<file path="src/rtl/bp_pkg.sv">
// Branch-predictor shared types and the history shift helper.
// Shared by the GHR, its checkpoint ring and the predictor index logic.
package bp_pkg;

  localparam int BP_HIST_W     = 9;
  localparam int BP_CKPT_DEPTH = 4;
  localparam int BP_ID_W       = $clog2(BP_CKPT_DEPTH);

  typedef logic [BP_HIST_W-1:0] hist_t;
  typedef logic [BP_ID_W-1:0]   ckpt_id_t;

  function automatic hist_t hist_shift(
    input hist_t h,
    input logic  b
  );
    return {b, h[BP_HIST_W-1:1]};
  endfunction

endpackage

</file>
<file path="src/rtl/ghr_ckpt_ring.sv">
// Checkpoint ring: per-branch pre-shift history, valid/resolved/outcome
// state and head/tail pointers carrying a wrap bit to tell full from empty.
module ghr_ckpt_ring
  import bp_pkg::*;
#(
  parameter int HIST_W = BP_HIST_W,
  parameter int DEPTH  = BP_CKPT_DEPTH,
  localparam int ID_W  = $clog2(DEPTH)
) (
  input  logic              clk,
  input  logic              reset,
  input  logic              clear,
  input  logic              alloc,
  input  logic [HIST_W-1:0] alloc_hist,
  output logic [ID_W-1:0]   tail_id,
  output logic [ID_W:0]     count,
  input  logic              resolve,
  input  logic [ID_W-1:0]   res_id,
  input  logic              res_taken,
  input  logic              truncate,
  output logic              live,
  output logic [HIST_W-1:0] res_ckpt,
  input  logic              retire,
  output logic              retire_ok,
  output logic              retire_taken
);

  logic [HIST_W-1:0] ckpt [DEPTH];
  logic [DEPTH-1:0]  valid;
  logic [DEPTH-1:0]  resolved;
  logic [DEPTH-1:0]  outcome;
  logic [ID_W:0]     head;
  logic [ID_W:0]     tail;
  logic [ID_W-1:0]   head_id;
  logic [ID_W-1:0]   id_off;
  logic [DEPTH-1:0]  younger;

  assign head_id      = head[ID_W-1:0];
  assign tail_id      = tail[ID_W-1:0];
  assign count        = tail - head;
  assign live         = valid[res_id];
  assign res_ckpt     = ckpt[res_id];
  assign retire_ok    = valid[head_id] & resolved[head_id];
  assign retire_taken = outcome[head_id];
  assign id_off       = res_id - head_id;

  // Age is the modular distance from head; younger = further than res_id.
  always_comb begin
    younger = '0;
    for (int i = 0; i < DEPTH; i++) begin
      younger[i] = (ID_W'(i) - head_id) > id_off;
    end
  end

  always_ff @(posedge clk) begin
    if (reset || clear) begin
      valid    <= '0;
      resolved <= '0;
      head     <= '0;
      tail     <= '0;
    end else begin
      if (alloc) begin
        valid[tail_id]    <= 1'b1;
        resolved[tail_id] <= 1'b0;
        tail              <= tail + 1'b1;
      end
      if (resolve) begin
        resolved[res_id] <= 1'b1;
      end
      if (truncate) begin
        valid <= valid & ~younger;
        tail  <= head + {1'b0, id_off} + 1'b1;
      end
      if (retire) begin
        valid[head_id] <= 1'b0;
        head           <= head + 1'b1;
      end
    end
  end

  always_ff @(posedge clk) begin
    if (alloc && !reset && !clear) begin
      ckpt[tail_id] <= alloc_hist;
    end
    if (resolve && !reset && !clear) begin
      outcome[res_id] <= res_taken;
    end
  end

endmodule

</file>
<file path="src/rtl/spec_history_register.sv">
// Speculative global history register with per-branch checkpoints,
// mispredict repair, flush and a separately tracked retired history.
module spec_history_register
  import bp_pkg::*;
#(
  parameter int HIST_W     = BP_HIST_W,
  parameter int CKPT_DEPTH = BP_CKPT_DEPTH,
  localparam int ID_W      = $clog2(CKPT_DEPTH)
) (
  input  logic              clk,
  input  logic              reset,
  input  logic              push_valid,
  input  logic              push_taken,
  output logic              push_ready,
  output logic [ID_W-1:0]   push_id,
  input  logic              resolve_valid,
  input  logic [ID_W-1:0]   resolve_id,
  input  logic              resolve_taken,
  input  logic              resolve_mispred,
  input  logic              flush,
  output logic [HIST_W-1:0] spec_hist,
  output logic [HIST_W-1:0] commit_hist,
  output logic              err
);

  function automatic logic [HIST_W-1:0] shift(
    input logic [HIST_W-1:0] h,
    input logic              b
  );
    return {b, h[HIST_W-1:1]};
  endfunction

  logic [ID_W:0]     count;
  logic              live;
  logic [HIST_W-1:0] res_ckpt;
  logic              retire_ok;
  logic              retire_taken;
  logic              do_push;
  logic              do_resolve;
  logic              do_mispred;
  logic [HIST_W-1:0] commit_nxt;
  logic [HIST_W-1:0] spec_nxt;

  // Count never exceeds the depth, so its top bit alone means full.
  assign push_ready = ~count[ID_W];

  assign do_push = push_valid & push_ready & ~flush
                 & ~(resolve_valid & resolve_mispred);
  assign do_resolve = resolve_valid & live & ~flush;
  assign do_mispred = do_resolve & resolve_mispred;

  always_comb begin
    commit_nxt = commit_hist;
    if (retire_ok) begin
      commit_nxt = shift(commit_hist, retire_taken);
    end
  end

  always_comb begin
    spec_nxt = spec_hist;
    unique case (1'b1)
      flush:      spec_nxt = commit_nxt;
      do_mispred: spec_nxt = shift(res_ckpt, resolve_taken);
      do_push:    spec_nxt = shift(spec_hist, push_taken);
      default:    spec_nxt = spec_hist;
    endcase
  end

  always_ff @(posedge clk) begin
    if (reset) begin
      spec_hist   <= '0;
      commit_hist <= '0;
      err         <= 1'b0;
    end else begin
      spec_hist   <= spec_nxt;
      commit_hist <= commit_nxt;
      err         <= resolve_valid & ~live & ~flush;
    end
  end

  ghr_ckpt_ring #(
    .HIST_W (HIST_W),
    .DEPTH  (CKPT_DEPTH)
  ) u_ring (
    .clk          (clk),
    .reset        (reset),
    .clear        (flush),
    .alloc        (do_push),
    .alloc_hist   (spec_hist),
    .tail_id      (push_id),
    .count        (count),
    .resolve      (do_resolve),
    .res_id       (resolve_id),
    .res_taken    (resolve_taken),
    .truncate     (do_mispred),
    .live         (live),
    .res_ckpt     (res_ckpt),
    .retire       (retire_ok),
    .retire_ok    (retire_ok),
    .retire_taken (retire_taken)
  );

endmodule

</file>
<file path="config.mk">
export PLATFORM = sky130hd
export DESIGN_NAME = spec_history_register
export DESIGN_NICKNAME = d
export VERILOG_FILES = /design/src/rtl/bp_pkg.sv /design/src/rtl/ghr_ckpt_ring.sv /design/src/rtl/spec_history_register.sv
export SDC_FILE = /design/constraint.sdc
export NUM_CORES = 1
export LEC_CHECK = 0
export ABC_AREA = 1
export CAP_MARGIN = 30
export CORE_UTILIZATION = 36
export CTS_BUF_LIST = sky130_fd_sc_hd__clkbuf_4 sky130_fd_sc_hd__clkbuf_8 sky130_fd_sc_hd__clkbuf_16
export CTS_CLUSTER_DIAMETER = 100
export CTS_CLUSTER_SIZE = 12
export DETAILED_ROUTE_END_ITERATION = 8
export SYNTH_ARGS = -nofsm -noshare
export SYNTH_HDL_FRONTEND = slang
export SYNTH_SLANG_ARGS = --single-unit
</file>
<file path="constraint.sdc">
create_clock -name clk -period 4.6 [get_ports clk]
set_input_delay 0.69 -clock clk [delete_from_list [all_inputs] [get_ports clk]]
set_output_delay 0.69 -clock clk [all_outputs]
set_load 0.02 [all_outputs]
</file>
==> summary.md <==
| Metric | Value |
|---|---|
| Area Overhead vs Synth | 15.8% |
| WL/cell | 14.5 um |
| RD Place Congestion | 0.920 |
| Max clock buf depth | 2 |
| R2r setup slk | 1.52 ns |
| Clock H-tree levels | 3 |
| Post-Route Setup TNS | 0 ns |
| I/O pin count | 32 |
| First-pass GRT wire length | 14,200 um |
| Ant. Diodes | 0 |
| Final Hold Fails | 0 |
| GRT overflow | 0 |
| Status | finished clean |
| Final net count | 480 |
| Via count | 2,862 |
| Adder-cell share of the synthesized area | 0.0695 |
| Yosys top cell by area | edfxtp_1 |
| Hold Path Class | reg -> reg |
| Post-layout minimum cycle time | 3.31 ns |
| Inserted Clock Buffers | 9 |
| Core Rows | 36 |
| Post-synth EDFFs | 36 |
| Hold EP | u_ring.resolved[2]$_SDFF_PP0_ |
| Total power | 1240 uW |
| Post-synth cell types | 31 |
| RSZ-0062 raised after global routing | no |
| Hpwl dp | 6150 um |
| Gate Count Post-Synth | 419 |
| Yosys top cell area share | 0.300 |
| Placement Cell Area | 0.00399 mm^2 |
| Count of final setup violators | 0 |
| Clock latency on the worst-skew pair | 0.35 ns |
| CTS root buf | clkbuf_8 |
| Die X | 102 um |
| Maximum VDD drop | 0.000165 V |
| Starting DRC count in detailed routing | 166 |
| Number of setup buffers added after CTS | 0 |
| PortBufs | 31 |
| Power density over cell area | 298 mW/mm^2 |
| Pre-CTS setup slack | 1.31 ns |
| Commonest non-fill, non-tap cell in the layout | nand2_1 |
| Vias in the first global route | 2,915 |
| Sequential share of the synthesized area | 0.484 |
| CP startpoint kind | register |
| Full die area | 0.0104 mm^2 |
| Post-DRT Antenna Nets | 0 |
| Rel. slew slack | 0.438 |
| Post-synthesis xor/xnor area fraction | 0.00729 |
| Critical Path AT | 2.62 ns |
| Primary FF master, synth | edfxtp_1 |
| Async S/R FF share, synth | 0 |
| Min-delay src | u_ring.resolved[2]$_SDFF_PP0_ |
| GRT Resource Usage Total | 0.180 |
| Remaining DRCs | 0 |
| Worst clock skew | 0.0118 ns |
| Most frequent CP cell | nand2_1 |
| Req. time, crit path | 3.91 ns |
| Detailed Route WL | 8530 um |
| Core Area | 0.00973 mm^2 |
| Max-Cap Viols | 0 |
| CTS tree | built |
| Setup crit end kind | output pin |
| Highest Clock Rate | 302 MHz |
| Syn. warnings | 0 |
| R2R cell count | 10 |
| DRT Pass-1 Iters | 4 |
| Largest net degree at the start of global routing | 24 |
| Leakage | 0.00164 uW |
| Min-Delay Path Depth | 2 |
| Worst r2r src | u_ring.head[1]$_SDFFE_PP0P_ |
| Syn Nets | 449 |
| Layout cells sized above 1 | 0.105 |
| Initial antenna violation count | 0 |
| Worst-Margin Slew | 0.839 ns |
| Crit-path slowest cell | clkdlybuf4s50_1 |
| Post-route cell area | 0.00417 mm^2 |
| Setup CP Type | reg -> out |
| Final Max Slew Viols | 0 |
| FF-to-FF End | u_ring.ckpt[0][7]$_DFFE_PP_ |
| Final Cycle Share | 0.720 |
| CTS Sinks | 69 |
| Die extent in y | 102 um |
| Largest family of logic cells by synthesized area | simple AND/OR/NAND/NOR gates |
| Vias/cell | 4.87 |
| # hold bufs at CTS | 0 |
| Clock-pin slew on the worst setup and hold paths | 0.08 ns |
| Commonest cells after routing, fill and taps aside | 77 x nand2_1, 68 x nor2_1, 40 x inv_1 |
| Mux cell area share after synthesis | 0 |
| CTS resizes | 0 |
| Hold slack | 0.483 ns |
| Largest cells by area after synthesis | edfxtp_1 30%, dfxtp_1 18%, nand2_1 8.0% |
| Syn_area_per_cell | 8.60 um^2 |
| Largest stage delay, worst path | 0.71 ns |
| Initial Util | 0.370 |
| Synthesized cell area | 0.00360 mm^2 |
| Compound-gate portion of the synthesized area | 0.0865 |
| Slack of the critical path | 1.29 ns |
| Simple-Gate Fraction of Synth Area | 0.274 |
| Critical path cell sequence | inv_1, ha_1, nand2_1, nand2_1, nand2_1, nand2_1, clkdlybuf4s50_1 |
| Crit Path Max Fanout | 11 |
| Yosys reg bits | 69 |
## cell usage after synthesis (4+ instances only)
master / count
nand2_1: 77
ha_1: 20
o21ai_0: 32
buf_2: 5
nand2_4: 10
nand3_1: 36
dfxtp_1: 33
o22ai_1: 8
nor3_1: 4
edfxtp_1: 36
nor2_1: 68
a21oi_1: 11
inv_1: 40
nand2_2: 11
## metal layers
layer	vias to the layer above	share of wire	track usage	routed length (um)
met4	0	0.019	0.0670	163
met2	53	0.47	0.290	4050
met1	1361	0.47	0.233	4000
met3	16	0.038	0.0438	323
met5	-	0	0	0
li1	1432	-	-	-
## layout make-up
class	instances	area (um^2)
clock inverter	7	56.3
multi-input combinational	291	1580
timing repair buffer	34	333
sequential	69	1740
fill	1002	5560
inverter	45	176
clock buffer	9	124
tap	133	166
## state kept, by name (all words and copies together) (netlist names)
signal	cells
commit_hist	9
u_ring.tail	3
spec_hist	9
u_ring.valid	4
u_ring.head	3
u_ring.ckpt	32
u_ring.outcome	4
u_ring.resolved	4
err	1
## worst max-delay path by stage
stage | start | end | slack [ns] | cells after the start
final | u_ring.head[1]$_SDFFE_PP0P_ | push_ready | 1.29 | 7
after floorplan | resolve_id[0] | u_ring.tail[2]$_SDFFE_PP0N_ | 1.95 | 18
after CTS | u_ring.head[1]$_SDFFE_PP0P_ | push_ready | 1.31 | 7
after detailed placement | resolve_id[1] | u_ring.tail[2]$_SDFFE_PP0N_ | 1.31 | 16
after global placement | resolve_id[1] | u_ring.tail[2]$_SDFFE_PP0N_ | 1.35 | 16
after global routing | u_ring.head[1]$_SDFFE_PP0P_ | push_ready | 1.12 | 7
## cells by family (layout without fill, tap and decap cells)
family	count (synthesis)	after routing
fa+ha+maj	20	20
buf+inv	59	95
xor+xnor	3	3
simple gates	211	211
flops	69	69
compound gates	57	57
## worst max-delay path, delay by kind of cell (launching register included)
family                     cells  cell delay, ns
adders and majority gates      1            0.32
buffers and inverters          2            0.94
DFF                            1            0.53
and+or+nand+nor                4            0.48
## power breakdown
| group | switching (uW) | internal, uW |
|---|---|---|
| clock network | 262 | 203 |
| registers | 12.4 | 657 |
| logic | 69.0 | 40.2 |
## stage by stage
step	util	std cells
after floorplan	-	419
final	0.429	588
after detailed placement	0.410	572
after CTS	0.429	588
after global placement	0.410	572
after global routing	0.429	588
No activity file was read; power rests on OpenSTA's default activity.
